**src/rtl/iterative_multdiv_if.sv**
```systemverilog
// Execute-stage multiply/divide handshake bundle.
// The processor side is master; the iterative unit is slave.
interface iterative_multdiv_if;
    logic [31:0] data_operandA;
    logic [31:0] data_operandB;
    logic        ctrl_MULT;
    logic        ctrl_DIV;
    logic [31:0] data_result;
    logic        data_exception;
    logic        data_resultRDY;

    modport master (
        output data_operandA,
        output data_operandB,
        output ctrl_MULT,
        output ctrl_DIV,
        input  data_result,
        input  data_exception,
        input  data_resultRDY
    );

    modport slave (
        input  data_operandA,
        input  data_operandB,
        input  ctrl_MULT,
        input  ctrl_DIV,
        output data_result,
        output data_exception,
        output data_resultRDY
    );
endinterface

```
**src/rtl/iterative_multdiv.sv**
```systemverilog
// Sequential 32-bit signed multiplier (radix-4 Booth) and
// non-restoring divider with a start-pulse / ready-strobe handshake.
module iterative_multdiv (
    input logic               clock,
    input logic               reset,
    iterative_multdiv_if.slave bus
);
    typedef enum logic [2:0] {
        IDLE, MULT, DIV, FIX, DONE
    } state_t;

    state_t      state;
    state_t      state_next;
    logic [4:0]  cnt;
    logic [31:0] a_reg;
    logic [31:0] b_reg;
    logic        is_div;
    logic [65:0] prod;
    logic [32:0] rem;
    logic [31:0] quo;
    logic [31:0] dmag;
    logic        qsign;
    logic [31:0] result;
    logic        exception;

    logic        start;
    logic [33:0] a_ext;
    logic [33:0] pp;
    logic [33:0] sum;
    logic [32:0] rem_shift;
    logic [32:0] rem_next;
    logic [63:0] product;
    logic [31:0] quo_signed;

    assign start = bus.ctrl_MULT | bus.ctrl_DIV;
    assign bus.data_resultRDY = (state == DONE);
    assign bus.data_result = result;
    assign bus.data_exception = exception;

    always_comb begin
        state_next = state;
        if (start) begin
            state_next = bus.ctrl_MULT ? MULT : DIV;
        end else begin
            unique case (state)
                IDLE: state_next = IDLE;
                MULT: if (cnt[3:0] == 4'd15) state_next = FIX;
                DIV:  if (cnt == 5'd31) state_next = FIX;
                FIX:  state_next = DONE;
                DONE: state_next = IDLE;
                default: state_next = IDLE;
            endcase
        end
    end

    // Upper half needs 34 bits only transiently: the sum can exceed
    // 33 bits but always fits again after the 2-bit arithmetic shift.
    always_comb begin
        a_ext = {{2{a_reg[31]}}, a_reg};
        unique case (prod[2:0])
            3'b001, 3'b010: pp = a_ext;
            3'b011:         pp = a_ext << 1;
            3'b100:         pp = -(a_ext << 1);
            3'b101, 3'b110: pp = -a_ext;
            default:        pp = '0;
        endcase
        sum = {prod[65], prod[65:33]} + pp;
    end

    assign product = prod[64:1];
    assign rem_shift = {rem[31:0], quo[31]};
    assign rem_next = rem[32] ? rem_shift + {1'b0, dmag}
                              : rem_shift - {1'b0, dmag};
    assign quo_signed = qsign ? -quo : quo;

    always_ff @(posedge clock or negedge reset) begin
        if (!reset) begin
            state <= IDLE;
        end else begin
            state <= state_next;
        end
    end

    always_ff @(posedge clock or negedge reset) begin
        if (!reset) begin
            cnt       <= '0;
            a_reg     <= '0;
            b_reg     <= '0;
            is_div    <= 1'b0;
            prod      <= '0;
            rem       <= '0;
            quo       <= '0;
            dmag      <= '0;
            qsign     <= 1'b0;
            result    <= '0;
            exception <= 1'b0;
        end else if (start) begin
            cnt    <= '0;
            a_reg  <= bus.data_operandA;
            b_reg  <= bus.data_operandB;
            is_div <= ~bus.ctrl_MULT;
            prod   <= {33'b0, bus.data_operandB, 1'b0};
            rem    <= '0;
            quo    <= bus.data_operandA[31] ? -bus.data_operandA
                                            : bus.data_operandA;
            dmag   <= bus.data_operandB[31] ? -bus.data_operandB
                                            : bus.data_operandB;
            qsign  <= bus.data_operandA[31] ^ bus.data_operandB[31];
        end else begin
            unique case (state)
                MULT: begin
                    prod <= {sum[33], sum, prod[32:2]};
                    cnt  <= cnt + 5'd1;
                end
                DIV: begin
                    rem <= rem_next;
                    quo <= {quo[30:0], ~rem_next[32]};
                    cnt <= cnt + 5'd1;
                end
                FIX: begin
                    if (!is_div) begin
                        result    <= product[31:0];
                        exception <= product[63:32] != {32{product[31]}};
                    end else if (b_reg == 32'd0) begin
                        result    <= 32'd0;
                        exception <= 1'b1;
                    end else if (a_reg == 32'h8000_0000 &&
                                 b_reg == 32'hFFFF_FFFF) begin
                        result    <= 32'h8000_0000;
                        exception <= 1'b1;
                    end else begin
                        result    <= quo_signed;
                        exception <= 1'b0;
                    end
                end
                default: ;
            endcase
        end
    end
endmodule

```
**src/flat_wrapper.sv**
```systemverilog
// flat-port wrapper written by rule: the top's interface ports become plain ports
module iterative_multdiv_flat 
  (clock, reset, bus_data_operandA, bus_data_operandB, bus_ctrl_MULT, bus_ctrl_DIV, bus_data_result, bus_data_exception, bus_data_resultRDY);
  iterative_multdiv_if bus_i ();
  input logic clock;
  input logic reset;
  input wire logic [$bits(bus_i.data_operandA)-1:0] bus_data_operandA;
  input wire logic [$bits(bus_i.data_operandB)-1:0] bus_data_operandB;
  input wire logic [$bits(bus_i.ctrl_MULT)-1:0] bus_ctrl_MULT;
  input wire logic [$bits(bus_i.ctrl_DIV)-1:0] bus_ctrl_DIV;
  output wire logic [$bits(bus_i.data_result)-1:0] bus_data_result;
  output wire logic [$bits(bus_i.data_exception)-1:0] bus_data_exception;
  output wire logic [$bits(bus_i.data_resultRDY)-1:0] bus_data_resultRDY;
  assign bus_i.data_operandA = bus_data_operandA;
  assign bus_i.data_operandB = bus_data_operandB;
  assign bus_i.ctrl_MULT = bus_ctrl_MULT;
  assign bus_i.ctrl_DIV = bus_ctrl_DIV;
  assign bus_data_result = bus_i.data_result;
  assign bus_data_exception = bus_i.data_exception;
  assign bus_data_resultRDY = bus_i.data_resultRDY;
  iterative_multdiv u_core (.clock(clock), .reset(reset), .bus(bus_i));
endmodule
```
**config.mk**
```make
export PLATFORM = sky130hd
export DESIGN_NAME = iterative_multdiv_flat
export DESIGN_NICKNAME = d
export VERILOG_FILES = /design/src/rtl/iterative_multdiv_if.sv /design/src/rtl/iterative_multdiv.sv /design/src/flat_wrapper.sv
export SDC_FILE = /design/constraint.sdc
export NUM_CORES = 1
export LEC_CHECK = 0
export ABC_AREA = 0
export BUFFER_PORTS_ARGS = -buffer_cell sky130_fd_sc_hd__buf_2
export CORE_ASPECT_RATIO = 1.4
export CORE_UTILIZATION = 25
export DETAILED_ROUTE_END_ITERATION = 10
export GPL_TIMING_DRIVEN = 1
export PLACE_DENSITY = 0.5
export SLEW_MARGIN = 15
export SYNTH_ARGS = -nofsm -noshare
export SYNTH_HDL_FRONTEND = slang
export SYNTH_SLANG_ARGS = --single-unit
export TNS_END_PERCENT = 30
```
**constraint.sdc**
```tcl
create_clock -name clock -period 5.6 [get_ports clock]
set_input_delay 0.56 -clock clock [delete_from_list [all_inputs] [get_ports clock]]
set_output_delay 0.56 -clock clock [all_outputs]
set_load 0.1 [all_outputs]
```
==> reports/results.ini <==
[final_layout]
nNetsFinal = 2565
syn_to_final_growth_pct = 13.14
largest_reg_flops = 65
post-route-util = 0.2857
largestRegisters = u_core.prod: 65 flops, u_core.rem: 33 flops
drive_gt1_frac = 0.08582
regMostFlops = u_core.prod

[place]
gp_congestion = 0.8844
dp_hpwl_mm = 46.53
portBuffers = 101

[grt]
overflow = 0
grt_usage = 0.1600
grt_pass1_vias = 16908
grt_first_pass_wirelength_mm = 98.95
grt_start_max_net_pins = 215
antenna_found_initial = 15

[logic_synthesis]
ys_ff_latch = 268
synth-async-reset-ratio = 1.000
syn_area_um2 = 18990
syn_avg_cell_area_um2 = 7.883
synth_edf_count = 0
syn_nets = 2551
ys.flop_type = dfrtp_1
synthDistinctLibCells = 72
synth_warnings = 0
yosysSeqAreaShare = 0.3531
syn_inst = 2409

[sta]
min_period_ns = 5.031
worst_pin_slew_ns = 0.9474
slew_violations = 0
worst_clock_skew_ns = 0.02475
fmax_ghz = 0.1988
report.final.setup_viol = 0
hold_violations = 0
finalSetupTns_ns = 0
rsz0062_at_grt = no
relSlewSlack = 0.3684
fin_crit_sh = 0.8985
timing.hold.ws_ns = 0.01911

[clock_network]
numCtsBuffers = 31
cts.sinks = 268
cts_tree = built
post_cts_buffers = 0
ctsHoldBuffers = 0
clk_pin_slew_ns = 0.06
ctsResizeCount = 0
ctsRootBufferMaster = clkbuf_16
worst_skew_pair.late_latency_ns = 0.61
clock_path_buffers = 3
cts.htree.levels = 1

[worst_setup_path]
path_class = flop to flop
slowest_stage = or4b_2
required_ns = 6.07
cp-end-kind = flop
start_kind = flop
slowest_delay_ns = 0.67
critPathMaxFanout = 6
cp_cell_sequence = inv_1 -> ha_1 -> or4b_2 -> nor2_1 -> nand2_1 -> nor3_1 -> nand2b_1 -> xor2_1 -> a2bb2oi_1 -> o221ai_1 -> ha_1 -> a21oi_1 -> o21ai_0 -> nor2_1 -> o211a_1 -> o31a_1 -> o31a_1 -> o21ai_0 -> nand3_1
crit_arrival_ns = 5.50
rrSetupSlack_ns = 0.57

[die]
ios = 102
core_um2 = 75190
die_w_um = 234.9
die_area_um2 = 77080
rows = 119
die_h_um = 328.1
initial_core_util = 0.2526

[job]
cap_violations = 0

[detailed_routing]
first_pass_iters = 6
num_vias = 17412
drt_iter0_drc = 1045
viasPerCell = 5.096
drcViolationCount = 0
wl_per_cell_um = 18.60
wirelength_mm = 63.56
postRouteAntennaNets = 0

[power]
leakage_nw = 9.347
peakVddDrop_mv = 0.2668
p_per_area_nw_per_um2 = 301.1

[run_status]
outcome = complete, no violations

[min_path]
hold_class = input pin to asynchronous set/reset pin

path summary, 6_finish.rpt:
path,start,to,cells after the start
min in group clock,bus_data_operandA[7],u_core.a_reg[7]$_DFFE_PN0N_,3
max in group asynchronous,reset,u_core.b_reg[23]$_DFFE_PN0N_,2
worst max register to register,u_core.a_reg[0]$_DFFE_PN0N_,u_core.prod[64]$_DFFE_PN0P_,19
worst min register to register,u_core.bus.data_result[1]$_DFFE_PN0P_,u_core.bus.data_result[1]$_DFFE_PN0P_,2
worst max-delay path,u_core.a_reg[0]$_DFFE_PN0N_,u_core.prod[64]$_DFFE_PN0P_,19
worst min-delay path,reset,u_core.prod[37]$_DFFE_PN0P_,1
per-layer routing:
metal | GRT usage | part of all wire | up-vias
met5 | 0 | 0.0018 | -
met4 | 0.04462 | 0.026 | 18
met3 | 0.02336 | 0.039 | 100
met2 | 0.2927 | 0.51 | 308
met1 | 0.1933 | 0.42 | 8401
li1 | - | - | 8585
through the flow:
stage | total power (W) | area, um^2 | worst slack [ns] | cells
after floorplan | 0.003818 | 18990 | 1.141 | 2409
after global placement | 0.004389 | 20430 | 0.7070 | 3358
after detailed placement | 0.004391 | 20430 | 0.6260 | 3358
after CTS | 0.006553 | 21480 | 0.6016 | 3415
after global routing | 0.006807 | 21480 | 0.2400 | 3416
final | 0.006469 | 21490 | 0.5686 | 3417
cells in the final DEF, fill, tap and decap left out, types with 48 or more instances in the layout:
cell / instances
a21oi_1: 173
xnor2_1: 91
ha_1: 72
buf_2: 100
nor2_1: 171
xor2_1: 104
nand3_1: 64
dfrtp_1: 268
o21ai_0: 203
nand2_1: 486
nor3_1: 48
Yosys cell counts, types with 42 or more instances:
cell type	instances	area, um^2
nor2_1	172	645.6
nand2_1	486	1824
o21ai_0	203	1016
inv_1	42	157.7
dfrtp_1	268	6706
xor2_1	104	910.9
xnor2_1	91	797.0
a21oi_1	173	865.8
ha_1	72	900.9
clkbuf_1	120	450.4
nor3_1	48	240.2
nand3_1	65	325.3
critical path: cells and delay by family, from the launching register on:
family          cells  cell delay [ns]
xor+xnor            1             0.19
buf+inv             1             0.10
simple gates        7             1.81
flops               1             0.42
fa+ha+maj           2             0.67
compound gates      8             1.68
layout make-up:
cell class                 count  area, um^2
antenna                        2       5.005
tap                          968        1211
inverter                      44       165.2
clock inverter                15       150.1
multi-input combinational   1951       11600
sequential                   268        6706
clock buffer                  42       897.1
timing repair buffer         127       748.2
fill                        8131       53710
where the power goes:
group | switching [W] | internal, W
Clock | 0.000900 | 0.00122
Sequential | 0.000270 | 0.00214
Combinational | 0.00137 | 0.000574
Total | 0.00254 | 0.00393
logic make-up after synthesis:
kind of cell	Yosys count	share of synthesized area
compound gates	645	0.2088
mux	30	0.01588
xor+xnor	195	0.08993
fa+ha+maj	74	0.04955
buf+inv	190	0.03775
flops	268	0.3531
simple gates	1007	0.2450
(Power assumes the default switching activity.)
